===== src/rtl/seg7_scan_ctrl.sv =====
// Time-multiplexed scan controller for an N-digit common-segment 7-segment display.
// Holds a double-buffered BCD value that only changes at frame boundaries, so a frame never tears.
module seg7_scan_ctrl #(
    parameter int N_DIGITS     = 4,
    parameter int DIV          = 1000,
    parameter int BLANK_CYCLES = 2
) (
    input  logic                  clk,
    input  logic                  rst_n,
    input  logic [4*N_DIGITS-1:0] value_in,
    input  logic [N_DIGITS-1:0]   dp_in,
    input  logic                  load,
    input  logic                  lz_en,
    input  logic                  enable,
    output logic [6:0]            seg,
    output logic                  dp,
    output logic [N_DIGITS-1:0]   dig_en,
    output logic                  pending,
    output logic                  frame_tick
);

    localparam int CNT_W = (DIV > 1) ? $clog2(DIV) : 1;
    localparam int IDX_W = (N_DIGITS > 1) ? $clog2(N_DIGITS) : 1;

    localparam logic [CNT_W-1:0] CNT_LAST  = CNT_W'(DIV - 1);
    localparam logic [CNT_W-1:0] CNT_BLANK = CNT_W'(BLANK_CYCLES);
    localparam logic [IDX_W-1:0] IDX_LAST  = IDX_W'(N_DIGITS - 1);

    logic [CNT_W-1:0]      cnt;
    logic [IDX_W-1:0]      idx;
    logic [4*N_DIGITS-1:0] disp_val;
    logic [N_DIGITS-1:0]   disp_dp;
    logic [4*N_DIGITS-1:0] pend_val;
    logic [N_DIGITS-1:0]   pend_dp;

    logic                  slot_end;
    logic                  boundary;
    logic                  blank_phase;
    logic                  suppress;
    logic [3:0]            cur_digit;

    function automatic logic [6:0] decode(input logic [3:0] d);
        logic [6:0] code;
        case (d)
            4'd0:    code = 7'h7E;
            4'd1:    code = 7'h30;
            4'd2:    code = 7'h6D;
            4'd3:    code = 7'h79;
            4'd4:    code = 7'h33;
            4'd5:    code = 7'h5B;
            4'd6:    code = 7'h5F;
            4'd7:    code = 7'h70;
            4'd8:    code = 7'h7F;
            4'd9:    code = 7'h7B;
            default: code = 7'h00;
        endcase
        return code;
    endfunction

    // True when every digit from position 'from' up to the most significant one is zero.
    function automatic logic upper_all_zero(input logic [4*N_DIGITS-1:0] v,
                                            input logic [IDX_W-1:0]      from);
        logic z;
        z = 1'b1;
        for (int k = 0; k < N_DIGITS; k++) begin
            if ((k >= int'(from)) && (v[4*k +: 4] != 4'd0)) begin
                z = 1'b0;
            end
        end
        return z;
    endfunction

    assign slot_end    = (cnt == CNT_LAST);
    assign boundary    = slot_end && (idx == IDX_LAST);
    assign blank_phase = (cnt < CNT_BLANK);
    assign cur_digit   = disp_val[4*idx +: 4];
    assign suppress    = lz_en && (idx != '0) && upper_all_zero(disp_val, idx);

    // Free-running slot prescaler and digit index; keeps running even when the display is off.
    always_ff @(posedge clk or negedge rst_n) begin
        if (!rst_n) begin
            cnt <= '0;
            idx <= '0;
        end else if (slot_end) begin
            cnt <= '0;
            idx <= (idx == IDX_LAST) ? '0 : idx + 1'b1;
        end else begin
            cnt <= cnt + 1'b1;
        end
    end

    // A load in the boundary cycle lands in the pending buffer after the commit has already
    // taken the old contents, so the new value waits a full frame.
    always_ff @(posedge clk or negedge rst_n) begin
        if (!rst_n) begin
            pend_val <= '0;
            pend_dp  <= '0;
            disp_val <= '0;
            disp_dp  <= '0;
            pending  <= 1'b0;
        end else begin
            if (load) begin
                pend_val <= value_in;
                pend_dp  <= dp_in;
            end
            if (boundary && pending) begin
                disp_val <= pend_val;
                disp_dp  <= pend_dp;
            end
            if (load) begin
                pending <= 1'b1;
            end else if (boundary) begin
                pending <= 1'b0;
            end
        end
    end

    // Registered pin drivers: dark during the anti-ghosting window or when disabled.
    always_ff @(posedge clk or negedge rst_n) begin
        if (!rst_n) begin
            seg        <= '0;
            dp         <= 1'b0;
            dig_en     <= '0;
            frame_tick <= 1'b0;
        end else begin
            frame_tick <= boundary;
            if (!enable || blank_phase) begin
                seg    <= '0;
                dp     <= 1'b0;
                dig_en <= '0;
            end else begin
                seg    <= suppress ? 7'h00 : decode(cur_digit);
                dp     <= disp_dp[idx];
                dig_en <= N_DIGITS'(1) << idx;
            end
        end
    end

endmodule


===== config.mk =====
export PLATFORM = sky130hd
export DESIGN_NAME = seg7_scan_ctrl
export DESIGN_NICKNAME = d
export VERILOG_FILES = /design/src/rtl/seg7_scan_ctrl.sv
export SDC_FILE = /design/constraint.sdc
export NUM_CORES = 1
export LEC_CHECK = 0
export BUFFER_PORTS_ARGS = -buffer_cell sky130_fd_sc_hd__buf_2
export CAP_MARGIN = 20
export CORE_MARGIN = 2
export CORE_UTILIZATION = 40
export DETAILED_ROUTE_END_ITERATION = 6
export HOLD_SLACK_MARGIN = 0.03
export PLACE_DENSITY = 0.61
export SYNTH_ARGS = -nofsm -noshare
export SYNTH_HDL_FRONTEND = slang
export SYNTH_SLANG_ARGS = --single-unit

===== constraint.sdc =====
create_clock -name clk -period 2.8 [get_ports clk]
set_input_delay 0 -clock clk [delete_from_list [all_inputs] [get_ports clk]]
set_output_delay 0 -clock clk [all_outputs]
set_load 0.02 [all_outputs]

# == Yosys cells after proc, flatten, opt, wreduce, memory -nomap -nowiden ==
# Memory sizes are Yosys's and may differ from the RTL's.
# Cells that the tools add are included.
# word_totals
regBits,66
mem_bits_ro,112
in_bits,25
output_inout_bits,14
memories,1
# op_classes
add_sub_neg,2
magnitude_cmp,5
n_eq_ne,2
shift,2
muxes,14
n_reduce_logical,15
# mem_list
name,words,width,rd,rd_clocked_by_memory_dff,write_ports,line,text
(no name shown),16,7,1,0,0,44,case (d)
# op_table
operator,n
4-bit nonzero test,4
16-bit by 5-bit variable part select with 4-bit output,1
7-bit two-way mux,2
10-bit by 1-bit adder with 10-bit output (second input constant),1
10-bit equality test (second input constant),1
10-bit by 2-bit less-than comparator with 1-bit output (second input constant),1
10-bit two-way mux,1
1-bit two-way mux,8
1-bit logical AND,7
1-bit by 2-bit >= comparator with 1-bit output (first input constant),2
4-bit two-way mux,1
2-bit nonzero test,2
1-bit by 2-bit left shift with 4-bit output (first input constant),1
2-bit by 3-bit less-than comparator with 1-bit output (second input constant),1
2-bit by 1-bit adder with 2-bit output (second input constant),1
1-bit binary-select mux with 2-bit select,1
2-bit equality test (second input constant),1
2-bit >= comparator (first input constant),1
2-bit two-way mux,1
1-bit zero test,1
1-bit logical OR,1

# == Depth between registers and ports, before layout ==
# Gate-level depths: netlist of run 1.
# logic_depth
ltp_word,9
mapped_depth,8
ltp_nobuf,7

# == Worst setup path before layout of run 1 ==
# No wires, ideal clock.
# synth_path
path_kind,register to register
from,register idx[1]
to,register seg[0]
arrival_time_ps,1942
setup_slack_ps,720
stages_incl_launch_ff,7
period_less_slack_ps,2080
path_cell_list,dfrtp_1 clkbuf_1 inv_1 ha_1 or4b_1 o41ai_4 nor3_2
# synth_between
elab_chain_cells,9
word_cells_on_any_way,17
cone_classes,order compare (3); shift (1); mux (6); reduce/logical (6); memory (1)
# synth_rtl
item,line,text
from (decl),30,logic [IDX_W-1:0] idx;
from (signal assigned),86,idx <= (idx == IDX_LAST) ? '0 : idx + 1'b1;
"parallel branches: the longest is 7 deep, another holds memory read 16 x 7 bit",-,
7-bit two-way mux (*),132,seg <= suppress ? 7'h00 : decode(cur_digit);
7-bit two-way mux (*),127,if (!enable || blank_phase) begin
to (signal assigned),132,
to (decl),15,"output logic [6:0] seg,"
# Mark *: on every way between the ends.
# A chain may end at the register's enable or synchronous reset.

# == Final worst setup path of run 1 ==
# layout_path
from,register idx[0]
to,register seg[5]
# Same word-level chain as after synthesis.

==> results of run 1 <==
-- placed cells by master, fill, tap and decap left out, types with 2 or more instances in the layout --
cell type	instances
dfrtp_1	66
buf_2	38
dlygate4sd3_1	21
mux2_2	20
mux2_1	20
inv_1	12
ha_1	11
nor2_1	10
clkbuf_8	9
a21oi_1	8
nand2_1	7
o21ai_0	6
nand3_1	5
and2_1	5
buf_4	4
mux4_1	3
nor4_1	3
nor2b_1	3
xnor2_1	3
or3_1	3
clkinv_4	3
nor3_1	2
mux4_2	2
o21bai_1	2
mux2i_1	2
o21a_1	2
and3_1	2
xor2_1	2
clkinvlp_4	2
-- layer usage --
layer	part of all wire [%]	up-vias	routed length, um	global-route usage [%]
met5	0	-	0	0
met4	2.4	0	130	7.31
met3	3.6	10	193	3.94
met2	44	41	2390	22.2
met1	50	921	2660	20.3
li1	-	916	-	-
-- worst max-delay path, cell delays in order (launching register included) --
cell,delay (ns)
dfrtp_1,0.60
inv_1,0.15
ha_1,0.24
or4b_1,0.58
o41ai_4,0.52
nor2_1,0.12
-- sequential cells by signal, indices dropped and copies added (netlist names) --
name,cells
idx,2
pend_dp,4
frame_tick,1
pend_val,16
cnt,10
seg,7
pending,1
disp_val,16
dig_en,4
dp,1
disp_dp,4
-- cell usage after synthesis, types with 2 or more instances --
cell / count
mux2_1: 20
nor2b_1: 3
nand3_1: 5
o21ai_0: 6
mux2i_1: 2
xnor2_1: 3
nand2_1: 7
nor3_1: 2
o21bai_1: 2
mux4_2: 2
o21a_1: 2
nor4_1: 3
or3_1: 3
ha_1: 11
dfrtp_1: 66
nor2_1: 10
a21oi_1: 8
and2_1: 5
inv_1: 12
clkbuf_1: 4
and3_1: 2
mux4_1: 3
buf_6: 4
xor2_1: 2
mux2_2: 20
-- per-stage QoR --
| step | power [mW] | utilization (%) | cells |
|---|---|---|---|
| 2_1_floorplan | 1.06 | - | 221 |
| 3_3_place_gp | 1.12 | 45.1 | 353 |
| 3_5_place_dp | 1.12 | 45.1 | 353 |
| 4_1_cts | 1.87 | 50.5 | 390 |
| 5_1_grt | 1.93 | 50.5 | 390 |
| 6_report | 1.84 | 50.5 | 390 |
-- timing repair --
item                                    CTS  global route
hold endpoints to repair                 47             0
endpoints found under the setup margin    0             0
hold buffers                             21             0
-- worst paths after layout --
kind / start / to / slack, ns / cells after the start
setup / recovery: idx[0] / seg[5] / 0.46 / 5
hold / removal: enable / seg[0] / 0.12 / 5
setup reg to reg: idx[0] / seg[5] / 0.46 / 5
hold reg to reg: cnt[0] / cnt[0] / 0.46 / 1
max in group asynchronous: rst_n / disp_val[13] / 1.85 / 3
min in group asynchronous: rst_n / cnt[1] / 0.21 / 2
-- power groups by stage --
stage | Clock [mW] | Sequential (mW) | Combinational (mW)
2_1_floorplan | 0 | 1.02 | 0.0410
3_3_place_gp | 0 | 1.02 | 0.0942
3_5_place_dp | 0 | 1.02 | 0.0967
4_1_cts | 0.743 | 1.00 | 0.119
5_1_grt | 0.792 | 1.01 | 0.129
6_report | 0.717 | 1.00 | 0.115
-- area by class of cell --
class	count	area [um^2]	area share (%)
clock inverters	7	55.1	1.51
well taps	99	124	3.40
multi-input cells	133	1210	33.1
flip-flops and latches	66	1650	45.4
repair buffers	63	430	11.8
clock buffers	9	124	3.40
inverters	13	48.8	1.34
-- kinds of logic (layout without fill, tap and decap cells) --
kind of cell,Yosys count,after routing,synth area share (%)
DFF,66,66,55.6
and+or+nand+nor,45,45,8.30
muxes,47,47,20.0
AOI/OAI and AO/OA,25,25,6.19
buffers and inverters,22,92,3.83
adders and majority gates,11,11,4.63
xor gates and xnor gates,5,5,1.47
==> impl_metrics.csv, run 1 <==
group,metric,value,unit
grt,grt_pass1_wl,9490,um
clock_network,cts_tree,"yes",
sta,setup_viol,0,
place,placedInstanceArea,3250,um^2
floorplanning,die_x,90.2,um
floorplanning,boundaryPins,39,
setup_path,crit_arrival,2.55,ns
yosys,synthesis.nets,257,
yosys,synth_area_leader_cell,"dfrtp_1",
worst_hold_path,hold_class,"in -> reg",
sta,hold_violations,0,
sta,max_slew.worst_pin.slew,0.664,ns
grt,grt_pass1_vias,1946,
run_status,status,"completed",
routing,vias,1888,
clock_network,cts_num_sinks,66,
clock_network,cts_buffers,9,
sta,timing.fmax,427,MHz
flow_run,cap_violations,0,
sta,max_slew_margin,55.8,%
place,dp_hpwl,3700,um
yosys,synth_top_area_share,55.6,%
yosys,async_reset_ff_share,100,%
power,power.leakage,1.73,nW
sta,finalCritPeriodShare,83.7,%
sta,fin_crit,2.34,ns
floorplanning,start_util,41.2,%
yosys,synth_cell_types,39,
setup_path,crit_path_end_kind,"flip-flop",
yosys,synth_edf_count,0,
routing,remaining_drc_errors,0,
clock_network,cts_setup_buffers,0,
power,clkPwrFrac,39.1,%
power,combPwrFrac,6.3,%
sta,finalWorstSetupSlack,0.455,ns
power,p_seq_share,54.7,%
clock_network,root_buffer,"clkbuf_8",
setup_path,path_max_fanout,10,
floorplanning,die_area,8130,um^2
sta,timing.setup.tns,0,ns
setup_path,start_kind,"flip-flop",
power,vdd_drop_max,0.224,mV
yosys,synthFlopType,"dfrtp_1",
grt,grt.total_usage,14.9,%
grt,gr-total-overflow,0,
clock_network,cts_buffer_depth,2,
cells_and_area,nNetsFinal,322,
grt,grt_max_degree,30,
routing,ant_nets,0,
power,p_sw,0.458,mW
grt,antenna_found_initial,0,
floorplanning,core,7210,um^2
clock_network,clock_latency,0.35,ns
yosys,synth_area,2970,um^2
sta,worst_hold_slack,0.119,ns
routing,drtIter0Drc,85,
cells_and_area,antennaDiodeCount,0,
yosys,yosys-top-cells-area,"dfrtp_1, mux2_1, mux2_2",
sta,fin_skew,0.0117,ns
power,powerDensity,504,nW/um^2
yosys,synth_seq_area_share,55.6,%
yosys,avgSynthCellArea,13.4,um^2
sta,slew_viol_final,0,
clock_network,cts.clk_slew.worst_paths,0.07,ns
place,gp_congestion,0.826,
routing,finalWirelength,5370,um
yosys,synth_seq_cells,66,
sta,rsz0062_at_grt,"no",
yosys,yosys_warnings,0,
place,dp_worst_setup_slack,0.440,ns
place,io_buffers,38,
clock_network,ctsHtreeMaxLevel,3,
setup_path,critPathRequiredTime,3.01,ns
setup_path,crit_type,"reg -> reg",
routing,firstDrtPassIters,4,
cells_and_area,drive_above_1_share,29.2,%
power,internal_power,1.38,mW
routing,via_per_inst,4.84,
power,p_sw_share,25.0,%
floorplanning,die_h,90.2,um
floorplanning,rows,31,
clock_network,cts_resized,0,
cells_and_area,final_area,3640,um^2
cells_and_area,syn_to_final_growth,22.5,%
cells_and_area,fill_cells,691,
yosys,syn_inst,221,
routing,wire_per_inst,13.8,um
(Power assumes the default switching activity.)
==> run 2, diff against run 1 <==
==> constraint.sdc (replaced) <==
create_clock -name clk -period 2.25 [get_ports clk]
set_input_delay 0 -clock clk [delete_from_list [all_inputs] [get_ports clk]]
set_output_delay 0 -clock clk [all_outputs]
set_load 0.02 [all_outputs]
==> run 2 against run 1 <==
  * Worst setup slack got worse by 0.29 ns
  * Power up 30%
  * Sequential power rose by 25%
  * Core utilization is 0.82 points higher
  * First-iteration DRC count fell by 11%
  * Critical path type unchanged
  * Largest power group unchanged
==> impl_metrics.csv, run 2 (synthesis gave the netlist of run 1 again) <==
group,metric,value,unit
power,powerDensity,646,nW/um^2
clock_network,root_buffer,"clkbuf_8",
sta,timing.setup.tns,0,ns
floorplanning,start_util,41.2,%
grt,gr-total-overflow,0,
power,power.leakage,1.76,nW
cells_and_area,utilization,51.3,%
sta,fin_skew,0.0130,ns
cells_and_area,top_regs,"disp_val (16), pend_val (16), cnt (10)",
clock_network,cts_resized,0,
routing,remaining_drc_errors,0,
routing,vias,1880,
grt,grt_pass1_wl,9070,um
routing,finalWirelength,5130,um
sta,slew_viol_final,0,
floorplanning,die_x,90.2,um
power,vdd_drop_max,0.446,mV
clock_network,clock_latency,0.34,ns
setup_path,crit_path_end_kind,"flip-flop",
setup_path,crit_slowest_cell,"mux4_1",
setup_path,path_max_fanout,6,
routing,wire_per_inst,13.1,um
sta,max_slew.worst_pin.slew,0.770,ns
sta,timing.fmax,479,MHz
routing,drtIter0Drc,76,
setup_path,start_kind,"flip-flop",
sta,finalCritPeriodShare,92.8,%
sta,rsz0062_at_grt,"no",
clock_network,cts_buffers,9,
setup_path,critPathMostFrequentCell,"inv_1",
cells_and_area,drive_above_1_share,29.1,%
place,gp_congestion,0.847,
cells_and_area,final_cell_mix,"dfrtp_1, buf_2, dlygate4sd3_1, mux2_2, mux2_1",
floorplanning,die_area,8130,um^2
clock_network,cts.clk_slew.worst_paths,0.07,ns
setup_path,crit_buf_inv,3,
floorplanning,core,7210,um^2
floorplanning,boundaryPins,39,
floorplanning,die_h,90.2,um
sta,hold_violations,0,
grt,grt.total_usage,14.2,%
setup_path,r2r_end,"seg[1]",
worst_hold_path,holdPathEnd,"dp",
grt,grt_max_degree,35,
setup_path,r2r_cells,8,
routing,ant_nets,0,
setup_path,critPathTopFamily,"multiplexers",
clock_network,cts_num_sinks,66,
routing,via_per_inst,4.81,
setup_path,r2r_setup_slack,0.16,ns
cells_and_area,antennaDiodeCount,0,
setup_path,crit_type,"reg -> reg",
place,dp_hpwl,3580,um
clock_network,cts_tree,"yes",
clock_network,cts_buffer_depth,2,
setup_path,rr_startpoint,"idx[0]",
run_status,status,"completed",
sta,fin_crit,2.09,ns
setup_path,critPathRequiredTime,2.50,ns
sta,max_slew_margin,48.6,%
worst_hold_path,min_delay_path_depth,4,
setup_path,crit_chain,"buf_4 -> mux4_1 -> inv_1 -> ha_1 -> inv_1 -> nor2_1 -> o21bai_1 -> a21oi_1",
flow_run,cap_violations,0,
cells_and_area,syn_to_final_growth,24.5,%
setup_path,cp_slowest_stage_delay,0.64,ns
cells_and_area,fill_cells,656,
worst_hold_path,hold_class,"in -> reg",
routing,firstDrtPassIters,4,
sta,setup_viol,0,
cells_and_area,final_common_cell,"dfrtp_1",
grt,grt_pass1_vias,1901,
cells_and_area,nNetsFinal,323,
setup_path,crit_arrival,2.34,ns
clock_network,ctsHtreeMaxLevel,3,
grt,antenna_found_initial,0,
floorplanning,rows,31,
place,io_buffers,38,
worst_hold_path,hp-start,"enable",
[run 2: cell count changes in the layout (fill, tap and decap cells not counted)]
cell       before  now
clkbuf_8        9   11
buf_12          0    2
clkinv_4        3    0
buf_4           4    3
clkbuf_1        0    1
bufinv_16       0    1
inv_6           1    0
[run 2: area by class of cell]
type	count	area [um^2]	area share, %
clock buffers	12	155	4.19
clock inverters	4	50.0	1.35
inverters	13	48.8	1.32
multi-input cells	133	1210	32.6
flip-flops and latches	66	1650	44.7
well taps	99	124	3.35
repair buffers	64	463	12.5
[run 2: what timing repair did]
action / in CTS / in global routing
hold buffers: 21 / 0
endpoints found under the hold margin: 53 / 0
setup endpoints to repair: 0 / 7
buffers inserted: 0 / 0
[run 2: through the flow]
step / instance area (um^2) / power (mW) / instances / setup slack, ns / hold slack, ns
CTS: 3700 / 2.43 / 391 / 0.0879 / 0.150
floorplan: 2970 / 1.32 / 221 / 0.170 / -0.296
finish: 3700 / 2.39 / 391 / 0.163 / 0.149
global placement: 3280 / 1.39 / 354 / 0.187 / 0.123
global route: 3700 / 2.51 / 391 / 0.0000107 / 0.172
detailed placement: 3280 / 1.39 / 354 / 0.129 / 0.126
[run 2: routing by layer]
layer  wire length [um]  up-vias  GRT usage [%]  part of all wire (%)
li1                   -      909              -                     -
met1               2520      928           19.1                    49
met2               2360       37           21.7                    46
met3                212        6           4.86                   4.1
met4                 40        0           4.23                  0.78
met5                  0        -              0                     0
[run 2: where the power goes]
part / leakage, nW / internal, mW / switching (mW)
clock: 0.0986 / 0.570 / 0.428
sequential: 0.841 / 1.23 / 0.0191
combinational: 0.819 / 0.0818 / 0.0632
[run 2: worst max path at each step]
stage	slack, ns	depth (start not counted)	to	startpoint
5_1_grt	0.00001	8	seg[1]	idx[0]
3_5_place_dp	0.13	5	seg[5]	idx[0]
6_report	0.16	8	seg[1]	idx[0]
3_3_place_gp	0.19	5	seg[2]	idx[0]
4_1_cts	0.09	5	seg[5]	idx[0]
2_1_floorplan	0.17	6	seg[0]	idx[1]
[run 2: worst register-to-register path: stages, from the launching register on]
cell and delay (ns):
dfrtp_1 0.47, buf_4 0.20, mux4_1 0.65, inv_1 0.14
ha_1 0.15, inv_1 0.04, nor2_1 0.13, o21bai_1 0.09
a21oi_1 0.14
==> run 3, diff against run 2 <==
--- a/config.mk
+++ b/config.mk
@@ -12,6 +12,7 @@
 export DETAILED_ROUTE_END_ITERATION = 6
 export HOLD_SLACK_MARGIN = 0.03
 export PLACE_DENSITY = 0.61
+export REMOVE_ABC_BUFFERS = 1
 export SYNTH_ARGS = -nofsm -noshare
 export SYNTH_HDL_FRONTEND = slang
 export SYNTH_SLANG_ARGS = --single-unit
==> run 3 against run 2 <==
  * Power increased by 9.3%
  * Global-route usage decreased by 0.093 points
  * Worst setup slack improved by 0.057 ns
  * Non-clock buffer count increased by 3
  * Worst hold slack got worse by 0.0028 ns
==> impl_metrics.csv, run 3 (synthesis gave the netlist of run 1 again) <==
group,metric,value,unit
sta,timing.fmax,493,MHz
power,p_sw_share,20.5,%
grt,grt.total_usage,14.1,%
clock_network,cts.clk_slew.worst_paths,0.07,ns
power,powerDensity,695,nW/um^2
routing,via_per_inst,4.83,
sta,finalWorstSetupSlack,0.220,ns
power,p_sw,0.535,mW
power,vdd_drop_max,0.440,mV
setup_path,cp_slowest_stage_delay,0.63,ns
place,placedInstanceArea,3280,um^2
setup_path,critPathRequiredTime,2.51,ns
clock_network,cts_tree,"yes",
setup_path,critPathTopFamily,"multiplexers",
cells_and_area,drive_above_1_share,30.2,%
clock_network,clock_latency,0.34,ns
place,dp_hpwl,3590,um
cells_and_area,final_area,3760,um^2
power,p_seq_share,47.7,%
routing,finalWirelength,5210,um
setup_path,crit_slowest_cell,"mux4_1",
clock_network,ctsHtreeMaxLevel,3,
floorplanning,core,7210,um^2
floorplanning,die_x,90.2,um
routing,vias,1904,
sta,setup_viol,0,
sta,max_slew.worst_pin.slew,0.635,ns
routing,wire_per_inst,13.2,um
setup_path,crit_arrival,2.29,ns
grt,antenna_found_initial,0,
floorplanning,boundaryPins,39,
routing,drtIter0Drc,60,
setup_path,crit_chain,"buf_4 -> mux4_1 -> inv_1 -> ha_1 -> inv_1 -> nor2_1 -> o21bai_1 -> a21oi_1",
cells_and_area,syn_to_final_growth,26.5,%
grt,grt_pass1_wl,9040,um
sta,timing.setup.tns,0,ns
cells_and_area,fin_cells,394,
cells_and_area,nNetsFinal,326,
sta,rsz0062_at_grt,"no",
clock_network,cts_num_sinks,66,
place,dp_worst_setup_slack,0.113,ns
worst_hold_path,hold_class,"in -> reg",
sta,finalCritPeriodShare,90.2,%
place,io_buffers,38,
setup_path,path_max_fanout,6,
sta,slew_viol_final,0,
cells_and_area,utilization,52.1,%
power,power.leakage,1.79,nW
grt,gr-total-overflow,0,
run_status,status,"completed",
cells_and_area,antennaDiodeCount,0,
cells_and_area,top_regs,"disp_val (16), pend_val (16), cnt (10)",
setup_path,critPathMostFrequentCell,"inv_1",
sta,fin_skew,0.0107,ns
sta,worst_hold_slack,0.146,ns
floorplanning,die_area,8130,um^2
sta,fin_crit,2.03,ns
grt,grt_max_degree,38,
routing,remaining_drc_errors,0,
power,internal_power,2.08,mW
power,combPwrFrac,5.6,%
sta,max_slew_margin,57.1,%
floorplanning,start_util,41.2,%
place,dp_cells,355,
setup_path,crit_path_end_kind,"flip-flop",
power,power,2.61,mW
routing,ant_nets,0,
cells_and_area,final_cell_mix,"dfrtp_1, buf_2, dlygate4sd3_1, mux2_2, mux2_1",
floorplanning,rows,31,
place,gp_congestion,0.824,
setup_path,crit_type,"reg -> reg",
routing,firstDrtPassIters,4,
flow_run,cap_violations,0,
clock_network,root_buffer,"clkbuf_8",
power,clkPwrFrac,46.7,%
clock_network,cts_buffers,9,
clock_network,cts_buffer_depth,2,
grt,grt_pass1_vias,1907,
setup_path,start_kind,"flip-flop",
sta,hold_violations,0,
setup_path,crit_buf_inv,3,
cells_and_area,final_common_cell,"dfrtp_1",
floorplanning,die_h,90.2,um
==> run 3: final timing paths <==
kind | startpoint | to | slack, ns | depth (start not counted)
setup / recovery | idx[0] | seg[1] | 0.22 | 8
hold / removal | enable | dp | 0.15 | 4
setup reg to reg | idx[0] | seg[1] | 0.22 | 8
hold reg to reg | cnt[0] | cnt[0] | 0.48 | 1
max in group asynchronous | rst_n | cnt[4] | 1.54 | 3
min in group asynchronous | rst_n | cnt[2] | 0.22 | 3
==> run 3: area by class of cell <==
cell class	instances	area, um^2
Clock buffer	10	138
Clock inverter	6	114
Fill cell	669	3460
Inverter	13	48.8
Multi-Input combinational cell	133	1210
Sequential cell	66	1650
Tap cell	99	124
Timing Repair Buffer	67	475
==> run 3: worst reg2reg max path, stage by stage (launching register included) <==
cell and delay (ns):
dfrtp_2 0.44, buf_4 0.18, mux4_1 0.63, inv_1 0.14
ha_1 0.16, inv_1 0.04, nor2_1 0.14, o21bai_1 0.09
a21oi_1 0.14
==> run 3: layer usage <==
metal / GRT usage [%] / share of wire [%] / vias up
li1: - / - / 920
met1: 19.7 / 50 / 936
met2: 20.6 / 45 / 43
met3: 4.44 / 3.8 / 5
met4: 5.38 / 0.96 / 0
met5: 0 / 0 / -
==> run 3: what timing repair did <==
action / CTS / global route
setup endpoints to repair: 0 / 6
hold endpoints to repair: 86 / 0
resized for setup: 0 / 1
buffers inserted: 0 / 1
hold buffers: 22 / 0
==> run 3: power by group through the flow <==
stage / Combinational, mW / Sequential, mW / Clock [mW]
CTS: 0.148 / 1.25 / 1.25
floorplan: 0.0460 / 1.27 / 0
detailed placement: 0.119 / 1.27 / 0
global placement: 0.116 / 1.27 / 0
finish: 0.146 / 1.25 / 1.22
global route: 0.163 / 1.25 / 1.31
